==> src/rtl/lsu_bus_master.sv <==
// Multi-cycle load/store unit: MEM stage to req/gnt + rvalid data bus; optional LSU_TIMEOUT_EN bus timeout.
// Latency: op -> lsu_done in 2 cycles minimum (1 cycle for misaligned/access faults), more with slow slaves.
// Backpressure: stalls the pipeline while busy; holds bus_req and its outputs until bus_gnt.
module lsu_bus_master #(
    parameter int XLEN        = 32,
    parameter int NUM_SEL     = 16,
    parameter int TIMEOUT_CYC = 255
) (
    input  logic               clk,
    input  logic               rst_n,
    input  logic [4:0]         mem_op,
    input  logic [XLEN-1:0]    cpu_addr,
    input  logic [XLEN-1:0]    cpu_wdata,
    output logic [XLEN-1:0]    cpu_rdata,
    output logic               lsu_stall,
    output logic               lsu_done,
    output logic               fault_misalign,
    output logic               fault_access,
`ifdef LSU_TIMEOUT_EN
    output logic               fault_timeout,
`endif
    output logic               bus_req,
    output logic               bus_we,
    output logic [XLEN-1:0]    bus_addr,
    output logic [XLEN-1:0]    bus_wdata,
    output logic [3:0]         bus_mask,
    output logic [NUM_SEL-1:0] bus_sel,
    input  logic               bus_gnt,
    input  logic               bus_rvalid,
    input  logic [XLEN-1:0]    bus_rdata
);

    typedef enum logic [1:0] {IDLE, REQ, RSP, DONE} state_t;

    localparam logic [4:0] OP_LB  = 5'h01;
    localparam logic [4:0] OP_LH  = 5'h02;
    localparam logic [4:0] OP_LW  = 5'h03;
    localparam logic [4:0] OP_LBU = 5'h04;
    localparam logic [4:0] OP_LHU = 5'h05;
    localparam logic [4:0] OP_SB  = 5'h16;
    localparam logic [4:0] OP_SH  = 5'h17;
    localparam logic [4:0] OP_SW  = 5'h18;

    localparam logic [1:0] SZ_B = 2'd0;
    localparam logic [1:0] SZ_H = 2'd1;
    localparam logic [1:0] SZ_W = 2'd2;

    state_t             state_q, state_d;
    logic               we_q, we_d, uns_q, uns_d, mis_q, mis_d, acc_q, acc_d;
    logic [1:0]         sz_q, sz_d, off_q, off_d;
    logic [3:0]         mask_q, mask_d;
    logic [XLEN-1:0]    addr_q, addr_d, wdata_q, wdata_d, rdata_q, rdata_d;
    logic [NUM_SEL-1:0] sel_q, sel_d;

    logic               op_vld, op_we, op_uns, op_mis, op_acc;
    logic [1:0]         op_sz;
    logic [3:0]         op_mask, region;
    logic [XLEN-1:0]    op_wdata;
    logic [NUM_SEL-1:0] op_sel;

    always_comb begin
        op_vld = 1'b1;
        op_we  = 1'b0;
        op_uns = 1'b0;
        op_sz  = SZ_W;
        case (mem_op)
            OP_LB:   op_sz = SZ_B;
            OP_LH:   op_sz = SZ_H;
            OP_LW:   op_sz = SZ_W;
            OP_LBU:  begin op_sz = SZ_B; op_uns = 1'b1; end
            OP_LHU:  begin op_sz = SZ_H; op_uns = 1'b1; end
            OP_SB:   begin op_sz = SZ_B; op_we  = 1'b1; end
            OP_SH:   begin op_sz = SZ_H; op_we  = 1'b1; end
            OP_SW:   begin op_sz = SZ_W; op_we  = 1'b1; end
            default: op_vld = 1'b0;  // OFF and unused encodings start nothing
        endcase

        op_mis = (op_sz == SZ_H && cpu_addr[0]) || (op_sz == SZ_W && cpu_addr[1:0] != 2'b00);
        region = cpu_addr[XLEN-1 -: 4];
        op_acc = !op_mis && (int'(region) >= NUM_SEL);
        for (int i = 0; i < NUM_SEL; i++) begin
            op_sel[i] = (int'(region) == i);
        end

        op_mask  = 4'b1111;
        op_wdata = cpu_wdata;
        if (op_we) begin
            case (op_sz)
                SZ_B: begin
                    op_mask  = 4'b0001 << cpu_addr[1:0];
                    op_wdata = {4{cpu_wdata[7:0]}};
                end
                SZ_H: begin
                    op_mask  = cpu_addr[1] ? 4'b1100 : 4'b0011;
                    op_wdata = {2{cpu_wdata[15:0]}};
                end
                default: ;
            endcase
        end
    end

    logic [7:0]      ld_b;
    logic [15:0]     ld_h;
    logic [XLEN-1:0] ld_fmt;

    always_comb begin
        ld_b = bus_rdata[{off_q, 3'b000} +: 8];
        ld_h = bus_rdata[{off_q[1], 4'b0000} +: 16];
        case (sz_q)
            SZ_B:    ld_fmt = {{24{ld_b[7] & ~uns_q}}, ld_b};
            SZ_H:    ld_fmt = {{16{ld_h[15] & ~uns_q}}, ld_h};
            default: ld_fmt = bus_rdata;
        endcase
    end

    // Transaction completes on the bus: store granted, or load data returned
    logic bus_ok;
    assign bus_ok = (state_q == REQ && bus_gnt && (we_q || bus_rvalid)) ||
                    (state_q == RSP && bus_rvalid);

    logic tmo_hit, tmo_flag;
`ifdef LSU_TIMEOUT_EN
    localparam int CW = ($clog2(TIMEOUT_CYC + 1) > 8) ? $clog2(TIMEOUT_CYC + 1) : 8;
    logic [CW-1:0] cnt_q, cnt_d;
    logic          tmo_q, tmo_d;

    assign tmo_hit  = (cnt_q >= CW'(TIMEOUT_CYC - 1));
    assign tmo_flag = tmo_q;
    assign fault_timeout = lsu_done & tmo_q;

    always_comb begin
        cnt_d = cnt_q;
        tmo_d = tmo_q;
        if (state_q == IDLE && op_vld) begin
            cnt_d = '0;
            tmo_d = 1'b0;
        end else if (state_q == REQ || state_q == RSP) begin
            cnt_d = cnt_q + CW'(1);
            if (tmo_hit && !bus_ok) tmo_d = 1'b1;
        end
    end

    always_ff @(posedge clk or negedge rst_n) begin
        if (!rst_n) begin
            cnt_q <= '0;
            tmo_q <= 1'b0;
        end else begin
            cnt_q <= cnt_d;
            tmo_q <= tmo_d;
        end
    end
`else
    assign tmo_hit  = 1'b0;
    assign tmo_flag = 1'b0;
`endif

    always_comb begin
        state_d = state_q;
        we_d    = we_q;
        uns_d   = uns_q;
        mis_d   = mis_q;
        acc_d   = acc_q;
        sz_d    = sz_q;
        off_d   = off_q;
        mask_d  = mask_q;
        addr_d  = addr_q;
        wdata_d = wdata_q;
        rdata_d = rdata_q;
        sel_d   = sel_q;
        case (state_q)
            IDLE: if (op_vld) begin
                we_d    = op_we;
                uns_d   = op_uns;
                sz_d    = op_sz;
                off_d   = cpu_addr[1:0];
                mis_d   = op_mis;
                acc_d   = op_acc;
                addr_d  = {cpu_addr[XLEN-1:2], 2'b00};
                wdata_d = op_wdata;
                mask_d  = op_mask;
                sel_d   = op_sel;
                state_d = (op_mis || op_acc) ? DONE : REQ;
            end
            REQ: begin
                if (bus_ok) begin
                    if (!we_q) rdata_d = ld_fmt;
                    state_d = DONE;
                end else if (tmo_hit) begin
                    state_d = DONE;
                end else if (bus_gnt) begin
                    state_d = RSP;
                end
            end
            RSP: begin
                if (bus_ok) begin
                    rdata_d = ld_fmt;
                    state_d = DONE;
                end else if (tmo_hit) begin
                    state_d = DONE;
                end
            end
            DONE:    state_d = IDLE;
            default: state_d = IDLE;
        endcase
    end

    always_ff @(posedge clk or negedge rst_n) begin
        if (!rst_n) begin
            state_q <= IDLE;
            we_q    <= 1'b0;
            uns_q   <= 1'b0;
            mis_q   <= 1'b0;
            acc_q   <= 1'b0;
            sz_q    <= SZ_B;
            off_q   <= 2'b00;
            mask_q  <= 4'b0000;
            addr_q  <= '0;
            wdata_q <= '0;
            rdata_q <= '0;
            sel_q   <= '0;
        end else begin
            state_q <= state_d;
            we_q    <= we_d;
            uns_q   <= uns_d;
            mis_q   <= mis_d;
            acc_q   <= acc_d;
            sz_q    <= sz_d;
            off_q   <= off_d;
            mask_q  <= mask_d;
            addr_q  <= addr_d;
            wdata_q <= wdata_d;
            rdata_q <= rdata_d;
            sel_q   <= sel_d;
        end
    end

    assign bus_req        = (state_q == REQ);
    assign bus_we         = we_q;
    assign bus_addr       = addr_q;
    assign bus_wdata      = wdata_q;
    assign bus_mask       = mask_q;
    assign bus_sel        = sel_q;
    assign lsu_stall      = (state_q == REQ) || (state_q == RSP) || (state_q == IDLE && op_vld);
    assign lsu_done       = (state_q == DONE);
    assign fault_misalign = lsu_done & mis_q;
    assign fault_access   = lsu_done & acc_q;
    // Last load result is held except while a store or faulted op reports done
    assign cpu_rdata      = (lsu_done && (we_q || mis_q || acc_q || tmo_flag)) ? '0 : rdata_q;

endmodule
==> config.mk <==
export PLATFORM = sky130hd
export DESIGN_NAME = lsu_bus_master
export DESIGN_NICKNAME = d
export VERILOG_FILES = /design/src/rtl/lsu_bus_master.sv
export SDC_FILE = /design/constraint.sdc
export NUM_CORES = 1
export LEC_CHECK = 0
export ABC_AREA = 1
export CAP_MARGIN = 10
export CORE_AREA = 2 2 127 129
export CTS_CLUSTER_DIAMETER = 30
export DETAILED_ROUTE_END_ITERATION = 6
export DIE_AREA = 0 0 129 131
export GPL_TIMING_DRIVEN = 0
export PLACE_DENSITY_LB_ADDON = 0.08
export SETUP_SLACK_MARGIN = 0.1
export SYNTH_ARGS = -nofsm -noshare
export SYNTH_HDL_FRONTEND = slang
export SYNTH_SLANG_ARGS = --single-unit
==> constraint.sdc <==
create_clock -name clk -period 1.7 [get_ports clk]
set_input_delay 0.34 -clock clk [delete_from_list [all_inputs] [get_ports clk]]
set_output_delay 0.34 -clock clk [all_outputs]
set_load 0.02 [all_outputs]
======== Yosys cells after proc, flatten, opt, wreduce, memory -nomap -nowiden ========
Cells that the tools add are included.
storage, ports and cells
  register bits after elaboration ......... 123
  input port bits ......................... 105
  output and inout bits ................... 122
  word-level logic and storage cells ...... 100
cells by class
  eq/ne operators ......................... 34
  shifts and indexed selects .............. 3
  multiplexer cells ....................... 21
  bitwise operators ....................... 4
  reductions and logical operators ........ 27
operators by type and width
  cell                  number
  $pmux W32 S2          3
  $mux W32              5
  $eq A4 B4 Y1 const B  8
  $shiftx A32 B6 Y16    1
  $shiftx A32 B6 Y8     1
  $eq A4 B3 Y1 const B  4
  $eq A5 B5 Y1 const B  3
  $eq A5 B2 Y1 const B  2
  $eq A5 B3 Y1 const B  2
  $mux W2               5
  $reduce_or A3 Y1      3
  $eq A4 B2 Y1 const B  2
  $mux W4               2
  $pmux W2 S4           1
  $pmux W4 S2           1
  $reduce_or A8 Y1      1
  $logic_and A1 B1 Y1   7
  $eq A2 B1 Y1 const B  3
  $eq A2 B2 Y1 const B  3
  $logic_not A2 Y1      3
  $logic_or A1 B1 Y1    6
  $ne A2 B2 Y1 const B  3
  $eq A5 B1 Y1 const B  1
  $eq A4 B1 Y1 const B  1
  13 further kinds      18

======== Longest topological paths before layout ========
  depth after elaboration ................. 9
  depth in mapped cells ................... 11

======== Worst setup path before layout ========
No wires, ideal clock.
  kind .................................... reg2reg
  start ................................... register state_q[1]
  end ..................................... register rdata_q[17]
  setup time .............................. 0.077 ns
  data arrival time ....................... 1.743 ns
  required time ........................... 1.623 ns
  setup slack ............................. -0.120 ns
  stages on the path, launching flop included .. 12
  period minus slack after synthesis ...... 1.820 ns
  cells stage by stage .................... dfrtp_1 inv_1 ha_1 nand2_1 o21bai_1 nand2_1 nand2_1 inv_1 buf_4 buf_4 nor2_1 a21oi_1
on the way
  word-level cells in the longest chain between the ends .. 6
  elaborated cells between the ends (all ways) .. 12
  those cells by class .................... 5 x eq/ne; 1 x mux; 6 x reduce/logical
RTL lines
  what                                                                  line  text
  start, declared                                                       48    state_t state_q, state_d;
  start signal, assigned                                                222   state_q <= state_d;
  $eq A2 B1 Y1 (*)                                                      -
  net bus_req                                                           22    output logic bus_req,
  $logic_and A1 B1 Y1 (2 in series)                                     118   assign bus_ok = (state_q == REQ && bus_gnt && (we_q || bus_rvalid)) ||
  $logic_or A1 B1 Y1                                                    118
  $ne A2 B1 Y1 (no source line) / $ne A2 B2 Y1 (equally long branches)  -
  $reduce_and A4 Y1 (no source line)                                    -
  end signal, assigned                                                  232   rdata_q <= rdata_d;
  end, declared                                                         52    logic [XLEN-1:0] addr_q, addr_d, wdata_q, wdata_d, rdata_q, rdata_d;
Mark *: on every way through the listed nets, which the timed path passes. The rest lies on a longest branch.
A chain may end at the register's enable or synchronous reset.

======== Worst setup path after layout ========
  start ................................... register state_q[1]
  end ..................................... output port cpu_rdata[17]
on the way
  word-level cells in the longest chain between the ends .. 3
RTL lines
  what                 line  text
  $eq A2 B2 Y1         244   assign lsu_done = (state_q == DONE);
  $logic_and A1 B1 Y1  248   assign cpu_rdata = (lsu_done && (we_q || mis_q || acc_q || tmo_flag)) ? '0 : rdata_q;
  $mux W32             248
  end, declared        14    output logic [XLEN-1:0] cpu_rdata,
Every way passes these cells.

==> qor.txt <==
outcome - finished, violations left
Via density - 4.71
CP Max Fanout - 6
Critical path origin - state_q[1]$_DFFE_PN0P_
reg-to-reg slack, setup - -0.26 ns
Worst Hold Class - in2reg
hold path startpoint - mem_op[3]
setup ws final - -0.361 ns
Worst Hold Depth - 4
maximum buffer depth of the clock tree - 2
CTS Sinks - 123
most frequent cells in the layout - 292 x nand2_1, 120 x dfrtp_1, 98 x clkdlybuf4s50_1
M1 wire length - 8920 um
PwrDens - 1880 nW/um^2
GRT Resource Usage Total - 24.0%
Reg clk slew, reported paths - 0.06 ns
f_max - 485 MHz
VDD IR-drop max - 0.000964 V
Min-Delay Endpoint - uns_q$_DFFE_PN0P_
area post-placement - 8990 um^2
met3 wire len - 1170 um
post-route ant nets - 0
initial detailed-routing violation count - 393
clock buffer count from CTS - 17
synthesis-stage register bit count - 123
Syn Area/Cell - 7.41 um^2
Routed WL - 20500 um
Layout fillers - 1310
detailed-route DRC error count - 0
max-slew violation count - 0
Ports - 227
Antenna diodes - 0
Die Width - 129 um
Setup Skew - 0.00951 ns
worst path required time - 1.36 ns
vias in the first global route - 6137
pin count of the biggest net entering global routing - 70
relative slew slack - 63.0%
P&R area growth vs syn - 70.9%
Die H - 131 um
Highest Signal Layer - met4
Period minus WS final - 2.06 ns
Placer Congestion - 0.862
R2R cell count - 13
Leakage - 5.29 nW
clk_lat worst skew - 0.42 ns
Seq/Total Area, Yosys - 49.4%
kind of end point of the critical path - primary output
Final #Nets - 1236
fraction of layout cells with a size suffix above 1 - 24.5%
Starting Density - 40.0%
critical path class - reg2out
worst r2r src - state_q[1]$_DFFE_PN0P_
RSZ-0062 raised after global routing - true
CTS HTree Levels - 4
via count - 6377
period utilisation layout - 121%
Worst Setup Start Kind - register
Reg-to-Reg End - rdata_q[2]$_DFFE_PN0P_
Syn Inst Count - 841
first-pass GRT wire length - 31200 um
CTS tree - yes
total gr overflow - 0
actual slew at the worst max-slew pin - 0.555 ns
met2 WL - 9760 um
root buffer cell - clkbuf_16
initial antenna violation count - 0
Synth cell types - 31
most common cell after layout, fill and taps aside - nand2_1
final instance area - 10600 um^2
Critical Path AT - 1.72 ns
mapped cell area - 6230 um^2
WL/cell - 15.1 um
Row Count - 46
Place WS - -1.14 ns
Core ar. - 15600 um^2
DRT Pass-1 Iters - 5
Final Setup Violations - 68
failing checks - negative setup slack
port bufs - 223
Max-Cap Viols - 0
die footprint - 16900 um^2
Final Hold Vio Count - 0
DPL Wire Length - 14000 um
yosys warns - 0
-- per-stage QoR --
stage	power (mW)	util, %	hold WS, ns	cells	TNS [ns]
global route	21.2	68.3	0.391	1355	-20.58
CTS	19.5	66.6	0.439	1349	-19.26
global placement	14.3	57.5	0.462	1282	-637.68
floorplan	10.4	-	0.0444	843	0
finish	20.0	68.3	0.371	1355	-16.44
detailed placement	14.5	57.6	0.332	1283	-70.85
-- flip-flops by register name, indices dropped and copies added, names as in the netlist --
register   flops
mis_q          1
off_q          2
rdata_q       32
bus_wdata     32
uns_q          1
bus_addr      30
bus_mask       4
bus_we         1
state_q        2
bus_sel       16
sz_q           2
-- final cells by class --
class                   count  area, um^2  area share (%)
inverters                  93         359            3.37
clock inverters            12         140            1.32
well taps                 216         270            2.54
flip-flops and latches    123        3080            28.9
clock buffers              19         433            4.07
plain buffers              43         442            4.15
multi-input cells         584        3260            30.6
repair buffers            265        2670            25.0
-- worst max-delay path by stage --
| stage | slack, ns | cells after the start | end |
|---|---|---|---|
| 6_report | -0.36 | 7 | cpu_rdata[17] |
| 3_3_place_gp | -4.65 | 1 | bus_addr[14]$_DFFE_PN0P_ |
| 5_1_grt | -0.41 | 7 | cpu_rdata[16] |
| 3_5_place_dp | -1.14 | 8 | lsu_stall |
| 4_1_cts | -0.38 | 7 | cpu_rdata[15] |
| 2_1_floorplan | 0.06 | 5 | cpu_rdata[10] |
-- cell families (layout without fill, tap and decap cells) --
logic type                 count (synthesis)  count (layout)  share of synthesized area (%)
other                                      1               3                         0.0602
buffers and inverters                    136             432                           9.58
DFF                                      123             123                           49.4
AOI/OAI and AO/OA                        144             144                           12.4
adders and majority gates                  4               4                          0.803
and+or+nand+nor                          433             433                           27.7
-- repair_timing --
action,CTS,global route
pin swaps,16,19
hold buffers,1,0
setup endpoints to repair,241,157
hold endpoints to repair,54,0
buffers inserted,27,12
resized for setup,449,88
gates cloned,8,1
-- routing by layer --
| layer | up-vias | track usage (%) |
|---|---|---|
| li1 | 3188 | - |
| met1 | 2935 | 31.1 |
| met2 | 210 | 38.7 |
| met3 | 44 | 5.70 |
| met4 | 0 | 10.2 |
| met5 | - | 0 |
-- critical path, cell delays in order, from the launching register on --
cell       delay, ns
dfrtp_2         0.43
ha_4            0.19
nand2_4         0.09
nand2_8         0.09
buf_6           0.14
clkbuf_16       0.16
nor2_4          0.08
buf_6           0.12
-- where the power goes --
group	internal, mW	total, mW	switching [mW]
Clock	2.17	3.57	1.40
Sequential	4.25	5.08	0.825
Combinational	5.11	11.4	6.26
Total	11.5	20.0	8.48
-- Yosys cell counts, drive strengths merged --
cell type | instances | area share, %
o211ai | 9 | 1.1
nand3 | 20 | 1.7
nand2 | 303 | 18
inv | 92 | 5.5
and2 | 1 | 0.10
or2 | 1 | 0.10
conb | 1 | 0.060
nand4 | 1 | 0.34
o21ai | 55 | 4.5
a21oi | 65 | 5.2
a31oi | 7 | 0.70
o21bai | 1 | 0.12
nor3 | 1 | 0.080
ha | 4 | 0.80
clkinv | 1 | 0.060
clkbuf | 13 | 0.78
dfrtp | 123 | 49
nor2 | 105 | 6.7
a22oi | 7 | 0.84
nor3b | 1 | 0.30
buf | 30 | 3.2
Note: power is estimated with default switching activity, not from simulation.
